[src/rtl/boreal_sram_dma_arbiter.sv]
// Round-robin arbiter/sequencer for the Boreal SRAM tile DMA port; re-issues pre-empted accesses.
// Define BOREAL_DMA_ARB_TIMEOUT_EN to abandon an access after MAX_RETRY attempts with resp_err.
module boreal_sram_dma_arbiter #(
    parameter int unsigned NREQ      = 4,
    parameter int unsigned ADDR_W    = 10,
    parameter int unsigned MAX_RETRY = 15
) (
    input  logic                     clk,
    input  logic                     rst,
    input  logic [NREQ-1:0]          req_valid,
    input  logic [NREQ-1:0]          req_wr,
    input  logic [NREQ*ADDR_W-1:0]   req_addr,
    input  logic [NREQ*32-1:0]       req_wdata,
    output logic [NREQ-1:0]          req_ready,
    output logic [NREQ-1:0]          resp_valid,
    output logic [31:0]              resp_rdata,
    output logic                     resp_err,
    output logic                     busy,
    output logic                     dma_sel,
    output logic                     dma_wr,
    output logic [ADDR_W-1:0]        dma_addr,
    output logic [31:0]              dma_wdata,
    input  logic [31:0]              dma_rdata,
    input  logic                     dma_ack
);
    localparam int unsigned IDX_W = $clog2(NREQ);

    typedef enum logic [1:0] {StIdle, StIssue, StWait} state_e;

    state_e              state_q;
    logic [IDX_W-1:0]    ptr_q;
    logic [IDX_W-1:0]    grant_q;
    logic                wr_q;
    logic [ADDR_W-1:0]   addr_q;
    logic [31:0]         wdata_q;

    logic                grant_found;
    logic [IDX_W-1:0]    grant_idx;
    logic [IDX_W-1:0]    cand;
    logic [IDX_W-1:0]    ptr_next;
    logic [ADDR_W-1:0]   grant_addr;
    logic [31:0]         grant_wdata;
    logic                give_up;

    // Legal ranges: NREQ 2..8, MAX_RETRY 1..15.
    if (NREQ < 2 || NREQ > 8 || MAX_RETRY < 1 || MAX_RETRY > 15) begin : g_param_range
    end

    // First valid requester at or after the pointer, wrapping modulo NREQ.
    always_comb begin
        grant_found = 1'b0;
        grant_idx   = '0;
        cand        = '0;
        for (int unsigned k = 0; k < NREQ; k++) begin
            cand = IDX_W'((32'(ptr_q) + k) % NREQ);
            if (!grant_found && req_valid[cand]) begin
                grant_found = 1'b1;
                grant_idx   = cand;
            end
        end
    end

    assign ptr_next    = (grant_idx == IDX_W'(NREQ - 1)) ? '0 : grant_idx + 1'b1;
    assign grant_addr  = req_addr[32'(grant_idx) * ADDR_W +: ADDR_W];
    assign grant_wdata = req_wdata[32'(grant_idx) * 32 +: 32];
    assign busy        = (state_q != StIdle);

    always_comb begin
        req_ready = '0;
        if (state_q == StIdle && !rst && grant_found) begin
            req_ready[grant_idx] = 1'b1;
        end
    end

    always_ff @(posedge clk or posedge rst) begin
        if (rst) begin
            state_q    <= StIdle;
            ptr_q      <= '0;
            grant_q    <= '0;
            wr_q       <= 1'b0;
            addr_q     <= '0;
            wdata_q    <= '0;
            resp_valid <= '0;
            resp_rdata <= '0;
            dma_sel    <= 1'b0;
            dma_wr     <= 1'b0;
            dma_addr   <= '0;
            dma_wdata  <= '0;
        end else begin
            resp_valid <= '0;
            resp_rdata <= '0;
            unique case (state_q)
                StIdle: begin
                    if (grant_found) begin
                        state_q   <= StIssue;
                        grant_q   <= grant_idx;
                        ptr_q     <= ptr_next;
                        wr_q      <= req_wr[grant_idx];
                        addr_q    <= grant_addr;
                        wdata_q   <= grant_wdata;
                        dma_sel   <= 1'b1;
                        dma_wr    <= req_wr[grant_idx];
                        dma_addr  <= grant_addr;
                        dma_wdata <= grant_wdata;
                    end
                end
                StIssue: begin
                    state_q   <= StWait;
                    dma_sel   <= 1'b0;
                    dma_wr    <= 1'b0;
                    dma_addr  <= '0;
                    dma_wdata <= '0;
                end
                StWait: begin
                    if (dma_ack) begin
                        state_q             <= StIdle;
                        resp_valid[grant_q] <= 1'b1;
                        resp_rdata          <= wr_q ? 32'h0 : dma_rdata;
                    end else if (give_up) begin
                        state_q             <= StIdle;
                        resp_valid[grant_q] <= 1'b1;
                    end else begin
                        // No ack means the bus port pre-empted us: re-issue the latched command.
                        state_q   <= StIssue;
                        dma_sel   <= 1'b1;
                        dma_wr    <= wr_q;
                        dma_addr  <= addr_q;
                        dma_wdata <= wdata_q;
                    end
                end
                default: state_q <= StIdle;
            endcase
        end
    end

`ifdef BOREAL_DMA_ARB_TIMEOUT_EN
    localparam logic [3:0] RetryLast = 4'(MAX_RETRY - 1);

    logic [3:0] retry_q;

    assign give_up = (retry_q == RetryLast);

    always_ff @(posedge clk or posedge rst) begin
        if (rst) begin
            retry_q  <= '0;
            resp_err <= 1'b0;
        end else begin
            resp_err <= (state_q == StWait) && !dma_ack && give_up;
            if (state_q == StIdle && grant_found) begin
                retry_q <= '0;
            end else if (state_q == StWait && !dma_ack && retry_q != 4'hF) begin
                retry_q <= retry_q + 4'd1;
            end
        end
    end
`else
    assign give_up  = 1'b0;
    assign resp_err = 1'b0;
`endif

endmodule

[config.mk]
export PLATFORM = sky130hd
export DESIGN_NAME = boreal_sram_dma_arbiter
export DESIGN_NICKNAME = d
export VERILOG_FILES = /design/src/rtl/boreal_sram_dma_arbiter.sv
export SDC_FILE = /design/constraint.sdc
export NUM_CORES = 1
export LEC_CHECK = 0
export CORE_MARGIN = 5
export CORE_UTILIZATION = 42
export CTS_CLUSTER_SIZE = 16
export DETAILED_ROUTE_END_ITERATION = 10
export GPL_TIMING_DRIVEN = 0
export PLACE_DENSITY_LB_ADDON = 0.2
export SYNTH_ARGS = -nofsm -noshare
export SYNTH_HDL_FRONTEND = slang
export SYNTH_SLANG_ARGS = --single-unit
[constraint.sdc]
create_clock -name clk -period 5 [get_ports clk]
set_clock_uncertainty 0.15 [all_clocks]
set_input_delay 0.5 -clock clk [delete_from_list [all_inputs] [get_ports clk]]
set_output_delay 0.5 -clock clk [all_outputs]
set_load 0.01 [all_outputs]
* After elaboration in Yosys (flattened, before gate mapping)
Index checks and enable logic that the tools add are counted.
** Word-level totals
- Flip-flop bits (word level) :: 129
- Bits in latches :: 0
- RAM bits :: 0
- Bits in read-only memories :: 0
- Output and inout port bits :: 86
- Memories :: 0
** Cells by class
- Add/sub/neg operators :: 4
- Multiply operators :: 1
- Divide/modulo/power cells :: 0
- Order comparisons :: 8
- Equal/unequal tests :: 5
- Shift operators :: 2
- Muxes and demuxes :: 44
- Bitwise logic cells :: 0
- Reduce and logical (&&, ||, !) cells :: 16
** Operators by type and width (number)
- $mux W32 :: 5
- $shiftx A128 B8 Y32 :: 1
- $pmux W32 S3 :: 1
- $shiftx A40 B7 Y10 :: 1
- $pmux W10 S3 :: 1
- $mux W10 :: 2
- $lt A2 B3 Y1 const B :: 6
- $mux W1 :: 16
- $mux W2 :: 6
- $mux W4 :: 3
- $bmux W1 S2 :: 5
- $logic_and A1 B1 Y1 :: 7
- $pmux W1 S3 :: 2
- $pmux W2 S3 :: 1
- $mul A2 B3 Y5 const B :: 1
- $add A2 B1 Y2 const B :: 2
- $add A2 B2 Y2 const B :: 2
- $demux W1 S2 :: 2
- $eq A2 B2 Y1 const B :: 2
- $ge A2 B1 Y1 const B :: 2
- $logic_not A1 Y1 :: 4
- $ne A2 B2 Y1 const B :: 2
- $reduce_and A3 Y1 :: 1
- $reduce_bool A3 Y1 :: 1
- 4 further kinds :: 4

* Longest topological paths before layout
Gate-level depths: netlist of run 1.
- Depth in word-level cells :: 17
- Mapped depth :: 9

* Worst setup path before layout of run 1
OpenSTA, ideal clock, no wires.
- Kind :: input to output
- Start :: input port req_valid[0]
- End :: output port req_ready[0]
- Arrival :: 1.773 ns
- Data required time :: 4.350 ns
- Path slack :: 2.577 ns
- Stages on the path :: 7
- Cell sequence :: nand2_1 -> a21oi_1 -> a211oi_2 -> buf_2 -> inv_1 -> ha_1 -> and2_1
** On the way
- Longest elaborated chain between the ends :: 17
** Ends and longest elaborated chain
- start: declaration :: line 10 : input logic [NREQ-1:0] req_valid,
- $bmux W1 S2 :: line 56 : if (!grant_found && req_valid[cand]) begin
- $mux W1 (not written as such) :: line 56
- $mux W1 :: line 56
- $logic_not A1 Y1 :: line 56
- $logic_and A1 B1 Y1 :: line 56
- $mux W1 :: line 56
- $logic_not A1 Y1 :: line 56
- $logic_and A1 B1 Y1 :: line 56
- [2 not listed]
- $logic_and A1 B1 Y1 :: line 56
- $mux W2 * :: line 56
- net grant_idx[0] :: line 38 : logic [IDX_W-1:0] grant_idx;
- $lt A2 B3 Y1 (not written as such) / $ge A2 B1 Y1 (equally long branches) :: line 71 : req_ready[grant_idx] = 1'b1;
- $logic_and A1 B1 Y1 (not written as such) :: line 71
- $mux W1 (not written as such) :: line 71
- $demux W1 S2 * :: line 71
- $mux W4 * :: line 70 : if (state_q == StIdle && !rst && grant_found) begin
- end: declaration :: line 14 : output logic [NREQ-1:0] req_ready,
Mark *: on every way through the listed nets, which the timed path passes. The rest lies on a longest branch. The select of a mux whose other input is x is not followed.

* Worst setup path in the final report of run 1
- Start :: input port req_valid[1]
- End :: output port req_ready[2]
The elaborated chain is that of the path after synthesis.

==> results of run 1 <==
[power by group]
part / switching (uW) / internal [uW] / leakage, uW
sequential: 186 / 1440 / 0.00166
combinational: 1350 / 1180 / 0.00277
clock: 457 / 745 / 0.000271
total: 1990 / 3360 / 0.00470
[sequential cells by signal, indices dropped and copies added (netlist names), 2 cells and up]
name	flops
state_q	2
wdata_q	32
resp_rdata	32
addr_q	10
dma_wdata	32
dma_addr	10
resp_valid	4
grant_q	2
ptr_q	2
[metal layers]
metal / global-route usage [%] / up-vias / part of all wire (%) / routed length (um)
met3: 8.31 / 25 / 9.3 / 1860
li1: - / 2778 / - / -
met5: 0 / - / 0 / 0
met2: 37.4 / 220 / 50 / 9920
met1: 25.8 / 2716 / 39 / 7830
met4: 7.24 / 0 / 1.8 / 357
[placed cells by master (no fill, tap or decap), types with 2 or more instances in the layout]
master / n
o21ai_0: 26
a21oi_1: 47
inv_1: 6
and2_1: 36
buf_4: 4
o21ai_1: 64
clkinv_4: 3
buf_6: 5
dfrtp_1: 129
buf_1: 2
nor3b_1: 3
clkdlybuf4s50_1: 295
buf_2: 5
bufinv_16: 2
clkbuf_16: 17
mux2_2: 44
nor2_1: 4
nand2_1: 52
clkbuf_1: 27
clkinvlp_4: 5
and3_1: 43
ha_1: 9
clkinv_2: 3
mux2i_1: 87
[final timing paths]
check / start / to / slack, ns / cells past startpoint
max: req_valid[1] / req_ready[2] / 1.0 / 8
min: addr_q[2] / addr_q[2] / 0.32 / 2
max reg2reg: ptr_q[1] / wdata_q[19] / 2.35 / 5
min reg2reg: addr_q[2] / addr_q[2] / 0.32 / 2
max in group asynchronous: rst / resp_rdata[30] / 3.58 / 3
min in group asynchronous: rst / wdata_q[1] / 0.40 / 2
[synthesized netlist by cell type]
cell type / number
buf_2: 5
clkbuf_1: 26
buf_6: 5
a221oi_2: 1
and4_1: 1
ha_1: 9
buf_8: 1
or4_1: 1
and3_1: 43
inv_1: 7
buf_12: 1
conb_1: 1
nand2b_1: 1
nor4_1: 1
buf_4: 4
mux2i_1: 87
nand2_1: 52
o22ai_1: 1
and2_0: 1
nand3b_1: 1
mux2_2: 44
o211ai_1: 1
o21a_1: 1
a211oi_2: 1
a21oi_1: 47
buf_1: 2
nor3_1: 1
o21ai_1: 64
o21ai_0: 26
a21o_1: 1
nor3b_1: 3
and2_1: 36
dfrtp_1: 129
nor2_1: 4
[layout make-up]
class | instances | area [sq um] | share of cell area [%]
clock inverter | 13 | 139 | 1.35
multi-input combinational | 429 | 3000 | 29.1
timing repair buffer | 296 | 2980 | 28.9
clock buffer | 19 | 443 | 4.30
tap | 188 | 235 | 2.28
inverter | 7 | 31.3 | 0.303
buffer | 44 | 251 | 2.44
sequential | 129 | 3230 | 31.3
[logic make-up after synthesis]
family	Yosys count
AO/OA/AOI/OAI	143
multiplexers	131
other	1
flip-flops	129
adder cells (fa/ha/maj)	9
AND/OR/NAND/NOR	145
buffers and inverters	51
[stage by stage]
| step | util (%) | worst slack, ns | total power [uW] |
|---|---|---|---|
| floorplan | - | 0.909 | 3110 |
| global placement | 63.8 | -0.922 | 4120 |
| detailed placement | 64.0 | 0.927 | 4190 |
| CTS | 67.8 | 0.913 | 5410 |
| global route | 67.8 | 0.793 | 5730 |
| finish | 67.8 | 0.999 | 5360 |
[worst max-delay path, cell delays in order]
cell	delay [ns]
clkdlybuf4s50_1	0.58
mux2i_1	0.12
a211oi_2	0.78
buf_2	0.42
inv_1	0.13
ha_1	0.20
and2_1	0.13
clkdlybuf4s50_1	0.48
==> results_dict.tcl, run 1 <==
set metrics [dict create \
    status "complete, no violations" \
    n_antenna_cell 0 \
    rsz0062_at_grt "false" \
    grt_max_degree 74 \
    ant_nets 0 \
    track_usage_pct 22.0 \
    synth_top_family_by_area "multiplexers" \
    synth_adder_area_share_pct 1.73 \
    holdCritPathClass "reg2reg" \
    timing.final.crit_share_pct 80.0 \
    syn_area_per_cell_sq_um 10.7 \
    die-height_um 134 \
    routed_wl_um 20000 \
    cts_num_sinks 129 \
    final_cells 1125 \
    tightest_slew_ns 0.899 \
    antenna_found_initial 0 \
    tns_ns 0 \
    finalInstanceArea_sq_mm 0.0103 \
    fill_cells 1268 \
    drtIter0Drc 264 \
    p_per_area_mw_per_mm2 520 \
    port_buffers 295 \
    end_kind "output port" \
    placed_area_sq_mm 0.00973 \
    dieWidth_um 134 \
    grt_pass1_vias 5939 \
    via_count 5739 \
    fp.dieArea_sq_mm 0.0181 \
    drv_cap 0 \
    finalCriticalPeriod_ns 4.00 \
    yosys.area.top_type_share_pct 49.6 \
    grt_pass1_wl_um 31200 \
    first_pass_iters 5 \
    netlist_top_cells_area "dfrtp_1, mux2i_1, mux2_2" \
    path_clk_slew_ns 0.06 \
    cts_hold_buf 0 \
    holdWs_ns 0.322 \
    cts_inserted_buffers 17 \
    peakVddDrop_v 0.000262 \
    crit_required_ns 4.35 \
    layout-drive-gt1-share_pct 10.1 \
    seq_area_frac_synth_pct 49.6 \
    io_pins 297 \
    h-tree-depth 4 \
    dp_cells 1093 \
    initial_core_util_pct 42.8 \
    syn-num-nets 829 \
    synth_compound_area_share_pct 11.4 \
    vias_per_cell 5.10 \
    critical_path_arrival_ns 3.35 \
    cp_max_fo 11 \
    num_rows 45 \
    clock_latency_ns 0.41 \
    routabilityCongestion 0.793 \
    synth_warnings 0 \
    grt_overflow 0 \
    tritoncts "built" \
    slew_viol_final 0 \
    finalHoldViolCount 0 \
    synth_mux_area_share_pct 21.0 \
    yosysTopAreaCell "dfrtp_1" \
    post_cts_buffers 0 \
    ys_types 34 \
    clock_path_buffers 2 \
    core_sq_mm 0.0152 \
    detail_route.wl_per_cell_um 17.8 \
    synth-xor-area-share_pct 0 \
    postSynthCellCount 609 \
    syn_to_final_growth_pct 58.5 \
    nNetsFinal 1144 \
    netlist_area_sq_mm 0.00650 \
    synth-simple-area-share_pct 11.9 \
    max_freq_mhz 250 \
    drcViolationCount 0 \
    cts_resized 0 \
    p_leak_uw 0.00470 \
    cp-start-kind "primary input" \
    setup_viol 0 \
    synth_seq_cells 129 \
    relSlewSlack_pct 40.0 \
    root_buffer "clkbuf_16" \
    dp_hpwl_um 15400 \
    worst-setup-path-type "in2out" \
]
Note: power is estimated with default switching activity, not from simulation.
==> run 2, diff against run 1 <==
--- a/config.mk
+++ b/config.mk
@@ -6,7 +6,7 @@
 export NUM_CORES = 1
 export LEC_CHECK = 0
 export CORE_MARGIN = 5
-export CORE_UTILIZATION = 42
+export CORE_UTILIZATION = 38
 export CTS_CLUSTER_SIZE = 16
 export DETAILED_ROUTE_END_ITERATION = 10
 export GPL_TIMING_DRIVEN = 0
==> constraint.sdc (replaced) <==
create_clock -name clk -period 3.5 [get_ports clk]
set_clock_uncertainty 0.15 [all_clocks]
set_input_delay 0.35 -clock clk [delete_from_list [all_inputs] [get_ports clk]]
set_output_delay 0.35 -clock clk [all_outputs]
set_load 0.01 [all_outputs]
==> run 2 against run 1 <==
Effect of this change:
- final cell count rose by 3.1%
- core utilization fell by 5.4 points
- die area rose by 9.7%
- critical endpoint is now req_ready[3]
- setup slack got worse by 0.75 ns
- critical path depth rose by 3
- highest routed layer unchanged
- first-iteration DRC count fell by 11%
- routed wire length rose by 3.8%
- sequential power rose by 43%
- register-to-register slack got worse by 1.5 ns
==> results_dict.tcl, run 2 (same netlist as run 1, synthesis figures left out) <==
set metrics [dict create \
    root_buffer "clkbuf_16" \
    path_common_cell "clkdlybuf4s50_1" \
    dr.max_layer_used "met4" \
    tns_ns 0 \
    grt_max_degree 43 \
    wl_met1_um 8150 \
    switching_share_pct 37.0 \
    sequentialPowerShare_pct 30.0 \
    holdCritPathClass "in2async" \
    h-tree-depth 4 \
    clock_path_buffers 2 \
    detail_route.wl_per_cell_um 17.9 \
    num_rows 47 \
    tritoncts "built" \
    max_stage_delay_ns 0.56 \
    tightest_slew_ns 0.734 \
    clock_latency_ns 0.41 \
    rsz0062_at_grt "false" \
    cp_cell_sequence "clkdlybuf4s50_1 -> a21oi_1 -> o21a_1 -> o22ai_1 -> buf_4 -> buf_8 -> buf_12 -> inv_1 -> ha_1 -> and2_1 -> clkdlybuf4s50_1" \
    antenna_found_initial 0 \
    final_cell_mix "clkdlybuf4s50_1, dfrtp_1, mux2i_1" \
    cts_hold_buf 0 \
    finalHoldViolCount 0 \
    n_antenna_cell 0 \
    track_usage_pct 20.7 \
    slew_viol_final 0 \
    path_clk_slew_ns 0.06 \
    dp_slack_ns -0.345 \
    dieWidth_um 141 \
    power.net_switching_uw 2870 \
    status "complete, no violations" \
    cp-start-kind "primary input" \
    routabilityCongestion 0.836 \
    port_buffers 295 \
    peakVddDrop_v 0.000394 \
    via_count 5737 \
    met3_length_um 2110 \
    finalCriticalPeriod_ns 3.26 \
    p_int_uw 4880 \
    cp_max_fo 11 \
    end_kind "output port" \
    timing.final.crit_share_pct 93.0 \
    wl_met2_um 10200 \
    setup_viol 0 \
    die-height_um 141 \
    fp.dieArea_sq_mm 0.0198 \
    drtIter0Drc 234 \
    total_power_uw 7750 \
    initial_core_util_pct 38.9 \
    max_freq_mhz 307 \
    final_common_cell "clkdlybuf4s50_1" \
    ant_nets 0 \
    drv_cap 0 \
    drcViolationCount 0 \
    grt_pass1_vias 5881 \
    layout-drive-gt1-share_pct 10.5 \
    dp_hpwl_um 16100 \
    dp_cells 1127 \
    grt_overflow 0 \
    core_sq_mm 0.0167 \
    final_cells 1160 \
    first_pass_iters 4 \
    nNetsFinal 1147 \
    grt_pass1_wl_um 32000 \
    multi_input_area_sq_mm 0.00301 \
    syn_to_final_growth_pct 60.2 \
    relSlewSlack_pct 51.1 \
    fin_ws_ns 0.244 \
    io_pins 297 \
    vias_per_cell 4.95 \
    routed_wl_um 20700 \
    worst-setup-path-type "in2out" \
    slowest_stage "clkdlybuf4s50_1" \
    holdWs_ns 0.233 \
    crit_required_ns 3.00 \
    regArea_sq_mm 0.00323 \
    critical_path_arrival_ns 2.76 \
    p_per_area_mw_per_mm2 744 \
    cts_inserted_buffers 17 \
    largest_registers "dma_wdata: 32 flops, resp_rdata: 32 flops, wdata_q: 32 flops" \
    cts_num_sinks 129 \
    p_leak_uw 0.00473 \
    fill_cells 1415 \
    power.share.clock_pct 23.1 \
    reg2reg_depth 6 \
    comb_power_share_pct 46.9 \
]
[run 2: cell types whose count changed in the layout (fill, tap and decap cells not counted), sizes merged]
cell,delta
inv,+2
clkbuf,+2
clkinv,-4
buf,+3
[run 2: worst paths after layout]
kind | slack, ns | from | endpoint
setup / recovery | 0.24 | req_valid[0] | req_ready[3]
hold / removal | 0.23 | rst | ptr_q[1]
setup reg to reg | 0.88 | state_q[0] | dma_addr[3]
hold reg to reg | 0.32 | wdata_q[22] | wdata_q[22]
max in group asynchronous | 2.17 | rst | dma_wdata[23]
min in group clk | 0.32 | wdata_q[22] | wdata_q[22]
[run 2: stage by stage]
step                cell area, sq um  utilization, %
finish                         10400            62.4
global route                   10400            62.4
CTS                            10400            62.4
detailed placement              9800            58.7
global placement                9740            58.3
floorplan                       6510               -
[run 2: area by class of cell]
cell class | count | share of cell area [%]
well taps | 220 | 2.64
clock buffers | 21 | 4.61
multi-input cells | 429 | 28.9
repair buffers | 299 | 29.0
flip-flops and latches | 129 | 31.0
clock inverters | 11 | 1.21
plain buffers | 44 | 2.41
inverters | 7 | 0.288
[run 2: routing by layer]
metal  track usage, %  up-vias
li1                 -     2791
met1             23.7     2721
met2             35.0      208
met3             9.45       17
met4             5.51        0
met5                0        -
[run 2: power by group through the flow]
stage	Sequential, uW	Combinational (uW)	Clock [uW]
after floorplan	2420	2020	0
after global placement	2320	3610	0
after detailed placement	2350	3670	0
after CTS	2320	3700	1820
after global routing	2380	4000	1890
final	2330	3630	1790
[run 2: repair_timing]
item	CTS	global route
resized for setup	1	0
setup buffers	1	0
endpoints found under the setup margin	4	0
[run 2: critical path: cells and delay by family]
family | cells | cell delay, ns
AOI/OAI and AO/OA | 3 | 0.43
buffers and inverters | 6 | 1.66
adders and majority gates | 1 | 0.17
and+or+nand+nor | 1 | 0.13
==> run 3, diff against run 2 <==
--- a/config.mk
+++ b/config.mk
@@ -6,7 +6,8 @@
 export NUM_CORES = 1
 export LEC_CHECK = 0
 export CORE_MARGIN = 5
-export CORE_UTILIZATION = 38
+export CORE_UTILIZATION = 39
+export CTS_BUF_LIST = sky130_fd_sc_hd__clkbuf_4
 export CTS_CLUSTER_SIZE = 16
 export DETAILED_ROUTE_END_ITERATION = 10
 export GPL_TIMING_DRIVEN = 0
==> run 3 against run 2 <==
Effect of this change:
- final cell count rose by 0.17%
- die area fell by 2.4%
- critical path depth fell by 1
- global-route usage barely moved
- core utilization fell by 0.61 points
- maximum frequency rose by 1.5%
- sequential share of layout area rose by 0.76 points
- non-clock buffer count rose by 1
- routed wire length fell by 2.3%
- critical endpoint unchanged
- largest power group unchanged
- highest routed layer unchanged
==> results_dict.tcl, run 3 (same netlist as run 1, synthesis figures left out) <==
set metrics [dict create \
    routed_wl_um 20300 \
    slew_viol_final 0 \
    critical_path_arrival_ns 2.71 \
    cp_max_fo 11 \
    grt_max_degree 42 \
    dp_hpwl_um 15700 \
    syn_to_final_growth_pct 56.4 \
    core_sq_mm 0.0165 \
    finalHoldViolCount 0 \
    max_stage_delay_ns 0.47 \
    critPathBufInv 5 \
    via_count 5693 \
    cts_inserted_buffers 17 \
    crit_required_ns 3.00 \
    dieWidth_um 139 \
    cts_num_sinks 129 \
    cp_top_family "buffers and inverters" \
    slowest_stage "clkdlybuf4s50_1" \
    num_rows 47 \
    holdCritPathClass "in2async" \
    peakVddDrop_v 0.000420 \
    layout-drive-gt1-share_pct 10.6 \
    track_usage_pct 20.7 \
    relSlewSlack_pct 52.3 \
    io_pins 297 \
    tritoncts "built" \
    placed_area_sq_mm 0.00980 \
    detail_route.wl_per_cell_um 17.4 \
    finalInstanceArea_sq_mm 0.0102 \
    cp-start-kind "flop" \
    antenna_found_initial 1 \
    grt_pass1_wl_um 31400 \
    finalCriticalPeriod_ns 3.21 \
    end_kind "output port" \
    final_cell_mix "clkdlybuf4s50_1, dfrtp_1, mux2i_1" \
    final_core_util_pct 61.8 \
    grt_overflow 0 \
    timing.rr.start "state_q[0]" \
    drtIter0Drc 198 \
    nNetsFinal 1148 \
    cp_cell_sequence "a21oi_1 -> o21a_1 -> o22ai_1 -> buf_4 -> buf_8 -> buf_12 -> inv_1 -> ha_1 -> and2_1 -> clkdlybuf4s50_1" \
    root_buffer "clkbuf_4" \
    h-tree-depth 4 \
    path_clk_slew_ns 0.11 \
    p_leak_uw 0.00463 \
    max_freq_mhz 312 \
    setup_viol 0 \
    rsz0062_at_grt "false" \
    grt_pass1_vias 5737 \
    tightest_slew_ns 0.716 \
    final_common_cell "clkdlybuf4s50_1" \
    largest_registers "dma_wdata: 32 flops, resp_rdata: 32 flops, wdata_q: 32 flops" \
    p_per_area_mw_per_mm2 703 \
    die-height_um 139 \
    port_buffers 295 \
    clock_path_buffers 2 \
    total_power_uw 7150 \
    drcViolationCount 0 \
    fp.dieArea_sq_mm 0.0194 \
    routabilityCongestion 0.787 \
    worstSetupStartpoint "ptr_q[1]" \
    status "complete, no violations" \
    timing.final.crit_share_pct 91.7 \
    drv_cap 0 \
    initial_core_util_pct 39.5 \
    ant_nets 0 \
    clock_latency_ns 0.55 \
    first_pass_iters 4 \
    vias_per_cell 4.90 \
    tns_ns 0 \
    worst-setup-path-type "reg2out" \
]
run 3: changes by cell type in the layout (fill, tap and decap cells not counted), sizes merged:
| cell | delta |
|---|---|
| buf | +1 |
| bufinv | +3 |
| clkbuf | -3 |
| clkinv | +5 |
| clkinvlp | -2 |
| diode | +1 |
| inv | -3 |
run 3: cell type report:
type / count / area (sq um)
clock inverter: 14 / 214
antenna: 1 / 2.50
multi-input combinational: 429 / 3010
inverter: 7 / 30.0
fill: 1428 / 6290
sequential: 129 / 3230
tap: 220 / 275
buffer: 44 / 251
timing repair buffer: 300 / 3030
clock buffer: 18 / 135
run 3: path summary, 6_finish.rpt:
path / endpoint / slack (ns) / cells past startpoint
setup / recovery: req_ready[3] / 0.29 / 10
hold / removal: dma_addr[9] / 0.08 / 2
setup reg to reg: dma_wdata[24] / 0.87 / 6
hold reg to reg: wdata_q[29] / 0.33 / 2
max in group asynchronous: resp_rdata[11] / 2.33 / 4
min in group clk: resp_rdata[2] / 0.18 / 2
run 3: per-stage QoR:
stage               setup WS (ns)  hold WS (ns)  instances
finish                      0.291        0.0784       1162
global route                0.107        0.0587       1162
CTS                        0.0819        0.0380       1160
global placement           -0.264         0.302       1124
floorplan                    1.27         0.292        609
detailed placement         -0.288         0.313       1127
run 3: power by group:
part	total (uW)	internal, uW	switching [uW]
combinational	3620	1700	1930
clock	1210	645	570
sequential	2320	2050	265
total	7150	4390	2760
run 3: repair_timing:
| action | in CTS | in global routing |
|---|---|---|
| cloned | 0 | 0 |
| setup endpoints to repair | 4 | 3 |
| buffers inserted | 1 | 1 |
| pin swaps | 1 | 0 |
| resized for setup | 1 | 1 |
| hold buffers | 0 | 0 |
run 3: metal layers:
metal | track usage [%] | up-vias | wire length [um]
met5 | 0 | - | 0
met4 | 4.63 | 0 | 159
met3 | 10.2 | 12 | 2110
met2 | 34.5 | 221 | 9920
met1 | 24.2 | 2673 | 8060
li1 | - | 2787 | -
